**src/rtl/hd63701_irq2_ctrl.sv**
```systemverilog
// HD63701 IRQ2 source controller: timer (TCSR) and SCI (TRCSR) status flags with read-then-access clear.
// Optional SCI interrupt logic is built only when HD63701_IRQ2_SCI_EN is defined.
module hd63701_irq2_ctrl (
    input  logic        CLKx2,
    input  logic        RST,
    input  logic        CE,
    input  logic [15:0] AD,
    input  logic        RW,
    input  logic [7:0]  DO,
    output logic [7:0]  DI,
    output logic        DSEL,
    input  logic        TIM_ICF_SET,
    input  logic        TIM_OCF_SET,
    input  logic        TIM_TOF_SET,
    input  logic        SCI_RDRF_SET,
    input  logic        SCI_ORFE_SET,
    input  logic        SCI_TDRE,
    output logic        IRQ2_TIM,
    output logic        IRQ2_SCI
);

    localparam logic [15:0] A_TCSR   = 16'h0008;
    localparam logic [15:0] A_FRC_HI = 16'h0009;
    localparam logic [15:0] A_OCR_HI = 16'h000B;
    localparam logic [15:0] A_OCR_LO = 16'h000C;
    localparam logic [15:0] A_ICR_HI = 16'h000D;
    localparam logic [15:0] A_TRCSR  = 16'h0011;
    localparam logic [15:0] A_RDR    = 16'h0012;

    // Returns {flag, arm}. A set pulse beats a same-cycle clear; the arm is only
    // taken from flags already set when the status register is read.
    function automatic logic [1:0] flag_next(input logic flag, input logic arm, input logic set,
                                             input logic clr_acc, input logic stat_rd);
        logic hit;
        hit = clr_acc & arm;
        if (set) begin
            return {1'b1, ~hit & (arm | (stat_rd & flag))};
        end else if (hit) begin
            return 2'b00;
        end else begin
            return {flag, arm | (stat_rd & flag)};
        end
    endfunction

    logic       rd_s, wr_s;
    logic       rd_tcsr_s, wr_tcsr_s, rd_frc_s, wr_ocr_s, rd_icr_s;
    logic       icf_r, ocf_r, tof_r;
    logic       arm_icf_r, arm_ocf_r, arm_tof_r;
    logic [4:0] tcsr_ctl_r;
    logic [7:0] tcsr_s, trcsr_s;
    logic       unused_do_s;

    assign rd_s      = CE & RW;
    assign wr_s      = CE & ~RW;
    assign rd_tcsr_s = rd_s & (AD == A_TCSR);
    assign wr_tcsr_s = wr_s & (AD == A_TCSR);
    assign rd_frc_s  = rd_s & (AD == A_FRC_HI);
    assign wr_ocr_s  = wr_s & ((AD == A_OCR_HI) | (AD == A_OCR_LO));
    assign rd_icr_s  = rd_s & (AD == A_ICR_HI);
    assign unused_do_s = &{1'b0, DO[7:5]};

    // Timer flags, their clear arms and TCSR control bits.
    always_ff @(posedge CLKx2) begin
        if (RST) begin
            {icf_r, arm_icf_r} <= 2'b00;
            {ocf_r, arm_ocf_r} <= 2'b00;
            {tof_r, arm_tof_r} <= 2'b00;
            tcsr_ctl_r         <= 5'b00000;
        end else begin
            {icf_r, arm_icf_r} <= flag_next(icf_r, arm_icf_r, TIM_ICF_SET, rd_icr_s, rd_tcsr_s);
            {ocf_r, arm_ocf_r} <= flag_next(ocf_r, arm_ocf_r, TIM_OCF_SET, wr_ocr_s, rd_tcsr_s);
            {tof_r, arm_tof_r} <= flag_next(tof_r, arm_tof_r, TIM_TOF_SET, rd_frc_s, rd_tcsr_s);
            if (wr_tcsr_s) begin
                tcsr_ctl_r <= DO[4:0];
            end else begin
                tcsr_ctl_r <= tcsr_ctl_r;
            end
        end
    end

    assign tcsr_s   = {icf_r, ocf_r, tof_r, tcsr_ctl_r};
    assign IRQ2_TIM = (icf_r & tcsr_ctl_r[4]) | (ocf_r & tcsr_ctl_r[3]) | (tof_r & tcsr_ctl_r[2]);

`ifdef HD63701_IRQ2_SCI_EN
    logic       rd_trcsr_s, wr_trcsr_s, rd_rdr_s;
    logic       rdrf_r, orfe_r, arm_rdrf_r, arm_orfe_r;
    logic [4:0] trcsr_ctl_r;

    assign rd_trcsr_s = rd_s & (AD == A_TRCSR);
    assign wr_trcsr_s = wr_s & (AD == A_TRCSR);
    assign rd_rdr_s   = rd_s & (AD == A_RDR);

    // SCI receive flags, their clear arms and TRCSR control bits.
    always_ff @(posedge CLKx2) begin
        if (RST) begin
            {rdrf_r, arm_rdrf_r} <= 2'b00;
            {orfe_r, arm_orfe_r} <= 2'b00;
            trcsr_ctl_r          <= 5'b00000;
        end else begin
            {rdrf_r, arm_rdrf_r} <= flag_next(rdrf_r, arm_rdrf_r, SCI_RDRF_SET, rd_rdr_s, rd_trcsr_s);
            {orfe_r, arm_orfe_r} <= flag_next(orfe_r, arm_orfe_r, SCI_ORFE_SET, rd_rdr_s, rd_trcsr_s);
            if (wr_trcsr_s) begin
                trcsr_ctl_r <= DO[4:0];
            end else begin
                trcsr_ctl_r <= trcsr_ctl_r;
            end
        end
    end

    assign trcsr_s  = {rdrf_r, orfe_r, SCI_TDRE, trcsr_ctl_r};
    assign IRQ2_SCI = ((rdrf_r | orfe_r) & trcsr_ctl_r[4]) | (SCI_TDRE & trcsr_ctl_r[2]);
`else
    logic unused_sci_s;
    assign unused_sci_s = &{1'b0, SCI_RDRF_SET, SCI_ORFE_SET, A_RDR};
    assign trcsr_s      = {2'b00, SCI_TDRE, 5'b00000};
    assign IRQ2_SCI     = 1'b0;
`endif

    // Read-data mux; DI is forced to zero whenever this block is not selected.
    always_comb begin
        DSEL = RW & ((AD == A_TCSR) | (AD == A_TRCSR));
        DI   = 8'h00;
        if (DSEL) begin
            case (AD)
                A_TCSR:  DI = tcsr_s;
                A_TRCSR: DI = trcsr_s;
                default: DI = 8'h00;
            endcase
        end else begin
            DI = 8'h00;
        end
    end

endmodule

```
**config.mk**
```make
export PLATFORM = sky130hd
export DESIGN_NAME = hd63701_irq2_ctrl
export DESIGN_NICKNAME = d
export VERILOG_FILES = /design/src/rtl/hd63701_irq2_ctrl.sv
export SDC_FILE = /design/constraint.sdc
export NUM_CORES = 1
export LEC_CHECK = 0
export CAP_MARGIN = 40
export CORE_UTILIZATION = 39
export DETAILED_ROUTE_END_ITERATION = 10
export PLACE_DENSITY = 0.82
export SLEW_MARGIN = 25
export SYNTH_ARGS = -nofsm -noshare
export SYNTH_HDL_FRONTEND = slang
export SYNTH_SLANG_ARGS = --single-unit
```
**constraint.sdc**
```tcl
create_clock -name CLKx2 -period 4.64 [get_ports CLKx2]
set_input_delay 0.928 -clock CLKx2 [delete_from_list [all_inputs] [get_ports CLKx2]]
set_output_delay 0.928 -clock CLKx2 [all_outputs]
set_load 0.01 [all_outputs]
```
Yosys cells after proc, flatten, opt, wreduce, memory -nomap -nowiden --
Cells that the tools add are included.
Operators by class: reduce and logical (&&, ||, !) cells 3, bitwise logic cells 31, muxes and demuxes 8, equality and inequality tests 6
Operators with widths (number):
- equality test 16 x 4 -> 1 bit, second input constant | 5
- bitwise AND 1 bit | 20
- equality test 16 x 5 -> 1 bit, second input constant | 1
- one-hot mux 8 bit (2 select lines) | 1
- two-way mux 2 bit | 6
- two-way mux 8 bit | 1
- bitwise OR 1 bit | 7
- nonzero test 2 bit | 3
- NOT 1 bit | 4
Word-level totals: logic and storage cells 55, output and inout port bits 11, register bits after elaboration 11, input bits 34

Longest topological paths before layout --
word-level depth 7, depth in mapped cells 5, depth with buffers taken out 4

Worst setup path before layout --
No wires, ideal clock.
path type in2out, start input AD[9], end output DI[0], path buffers 0, slack 1510 ps, data arrival time 2202 ps, required time 3712 ps, stages 4, path through or4_4 > nor3_1 > and3_1 > and2_1
On the way: longest elaborated chain between the ends 4, elaborated cells on any way between the ends 6, classes of those cells 2 x eq/ne; 2 x mux; 2 x bitwise
Ends and longest elaborated chain:
- from (decl) | RTL line 7 | input logic [15:0] AD,
- equality test 16 x 4 -> 1 bit / equality test 16 x 5 -> 1 bit (equally long branches) | RTL line 121, 124
- bitwise OR 1 bit | RTL line 121 | DSEL = RW & ((AD == A_TCSR) | (AD == A_TRCSR));
- bitwise AND 1 bit | RTL line 121
- two-way mux 8 bit * | RTL line 123 | if (DSEL) begin
- to (decl) | RTL line 10 | output logic [7:0] DI,
Mark *: on every way between the ends. The rest lies on a longest branch, timed or not.

Worst setup path in the final report --
start input AD[1], end output DI[3]
Same word-level chain as after synthesis.

==> results.json <==
{
  "rr_worst_depth": 3,
  "synthArstFlopShare_pct": 0,
  "path_clk_slew_ns": 0.07,
  "tritoncts": "done",
  "slew_violations": 0,
  "cts-buffers-inserted": 3,
  "synthCells": 87,
  "rsz0062_at_grt": "false",
  "ctsResizeCount": 0,
  "hpwl_microns": 1570,
  "yosysWarnings": 0,
  "fin_nets": 163,
  "worstHoldPathCells": 2,
  "finalSetupViolations": 0,
  "drc": 0,
  "crit_type": "in2out",
  "timing.hold.ws_ns": 0.472,
  "antenna_left": 0,
  "r2r-start": "icf_r",
  "swShare_pct": 23.6,
  "cts_root_buf": "clkbuf_4",
  "fin_crit_ns": 4.10,
  "post-route-util_pct": 67.2,
  "worstPathMaxFanout": 7,
  "start_util_pct": 42.5,
  "globalRoute.busiestLayer": "met2",
  "use_met1_pct": 27.6,
  "area_delta_synth_final_pct": 58.2,
  "placementRows": 15,
  "cts.sinks": 11,
  "required_ns": 3.71,
  "first_global_vias": 712,
  "worstPathArrival_ns": 3.17,
  "routedWlPerCell_microns": 12.5,
  "synth_edf_count": 0,
  "cp-start-kind": "input port",
  "holdPathEnd": "tcsr_ctl_r[1]",
  "p_comb_share_pct": 20.3,
  "drive_above_1_share_pct": 8.59,
  "period_share_pct": 88.3,
  "postCtsSetupBuffers": 0,
  "synth_flop_cell": "dfxtp_1",
  "drtPass1Iterations": 4,
  "switchingPower_mw": 0.0488,
  "die_area_sq_um": 2080,
  "p_per_area_nw_per_um2": 176,
  "min_from": "tcsr_ctl_r[1]",
  "yosysSeqAreaShare_pct": 29.7,
  "crit_start": "AD[1]",
  "die-width_microns": 45.6,
  "yosysUniqueCellTypes": 31,
  "port_buffers": 38,
  "skew_ns": 0.000397,
  "use_met2_pct": 32.9,
  "r2r_slack_ns": 3.78,
  "gp_congestion": 0.772,
  "pwr-share-seq_pct": 47.7,
  "cts_buffer_depth": 2,
  "status": "complete, no violations",
  "io_pins": 45,
  "syn_area_sq_um": 742,
  "synthesis.nets": 121,
  "overflow": 0,
  "min_path_type": "reg2reg",
  "max-vdd-ir-drop_uv": 176,
  "via_per_inst": 5.19,
  "track_usage_pct": 21.5,
  "grt_pass1_wl_microns": 3150,
  "grt_max_degree": 18,
  "ys_seq_elements": 11,
  "drt_iter0_drc": 16,
  "num_vias": 794,
  "endpoint_kind": "output port",
  "clk-insertion-delay-late_ns": 0.27,
  "antenna_found_initial": 0,
  "finalHoldViolCount": 0,
  "use_met3_pct": 5.95,
  "postSynthAreaPerCell_sq_um": 8.53,
  "totalWireLength_microns": 1920,
  "die_h_microns": 45.6,
  "internal_power_mw": 0.158,
  "postCtsHoldBufs": 0,
  "setup_tns_ns": 0,
  "maxCapViolCount": 0,
  "p_clk_share_pct": 31.9,
  "coreArea_sq_um": 1750,
  "htreeDepth": 1,
  "fillerInstances": 153,
  "n_antenna_cell": 0,
  "fmax_mhz": 244,
  "p_leak_nw": 0.413,
  "r2r_end": "arm_icf_r"
}
critical path, stage by stage:
cell,delay (ns)
clkdlybuf4s50_1,0.46
or4_4,0.57
nor3_1,0.19
and3_1,0.33
and2_1,0.17
clkdlybuf4s50_1,0.53
per-layer routing:
layer | vias up | part of all wire [%]
met4 | 0 | 1.1
met2 | 25 | 49
met5 | - | 0
met1 | 369 | 44
met3 | 2 | 5.3
li1 | 398 | -
sequential cells by signal, indices dropped and copies added (netlist names):
signal	count
arm_tof_r	1
tof_r	1
icf_r	1
arm_icf_r	1
ocf_r	1
arm_ocf_r	1
tcsr_ctl_r	5
cells in the final DEF (no fill, tap or decap), types with 2 or more instances in the layout:
cell type and instances:
a21oi_1 3, a41oi_1 2, or4_4 3, nor3_1 4, nand2_1 2, and2_1 8
a311oi_1 2, clkdlybuf4s50_1 38, nand3b_1 2, buf_4 2, nor2_1 5, nand2b_1 12
dfxtp_1 11, nor2b_1 5, nand4_1 3, mux2i_1 5, inv_1 4, clkbuf_4 3
through the flow:
step / instances / setup slack, ns / cell area, sq um / total power [mW]
2_1_floorplan: 87 / 1.51 / 742 / 0.114
3_3_place_gp: 149 / 0.565 / 1150 / 0.141
3_5_place_dp: 149 / 0.540 / 1150 / 0.143
4_1_cts: 153 / 0.537 / 1170 / 0.208
5_1_grt: 153 / 0.354 / 1170 / 0.216
6_report: 153 / 0.543 / 1170 / 0.207
power by group through the flow:
stage	clock, mW	combinational [mW]	sequential (mW)
floorplan	0	0.0145	0.100
global placement	0	0.0406	0.101
detailed placement	0	0.0420	0.101
CTS	0.0676	0.0421	0.0985
global route	0.0715	0.0453	0.0989
finish	0.0659	0.0420	0.0986
area by class of cell:
type,count,area [sq um],share of cell area [%]
clock buffers,4,26.3,2.24
inverters,4,15.0,1.28
multi-input cells,69,485,41.4
flip-flops and latches,11,220,18.8
well taps,25,31.3,2.67
repair buffers,40,395,33.7
synth_stat cells, types with 2 or more instances:
cell type	instances	share of area [%]
a21oi_1	3	2.0
a311oi_1	2	2.4
a41oi_1	2	2.4
and2_1	8	6.7
dfxtp_1	11	30
inv_1	4	2.0
mux2i_1	5	6.7
nand2_1	2	1.0
nand2b_1	12	10
nand3b_1	2	2.0
nand4_1	3	2.5
nor2_1	5	2.5
nor2b_1	5	4.2
nor3_1	4	2.7
or4_4	3	4.6
cells by family after synthesis:
logic type,share of synthesized area (%)
DFF,29.7
muxes,6.75
other,0.505
and+or+nand+nor,46.9
buffers and inverters,4.89
AOI/OAI and AO/OA,11.3
worst max-delay path by stage:
stage | to | slack (ns)
2_1_floorplan | DI[0] | 1.51
4_1_cts | DI[3] | 0.54
3_3_place_gp | DI[2] | 0.56
3_5_place_dp | DI[6] | 0.54
5_1_grt | DI[3] | 0.35
6_report | DI[3] | 0.54
(Power assumes the default switching activity.)
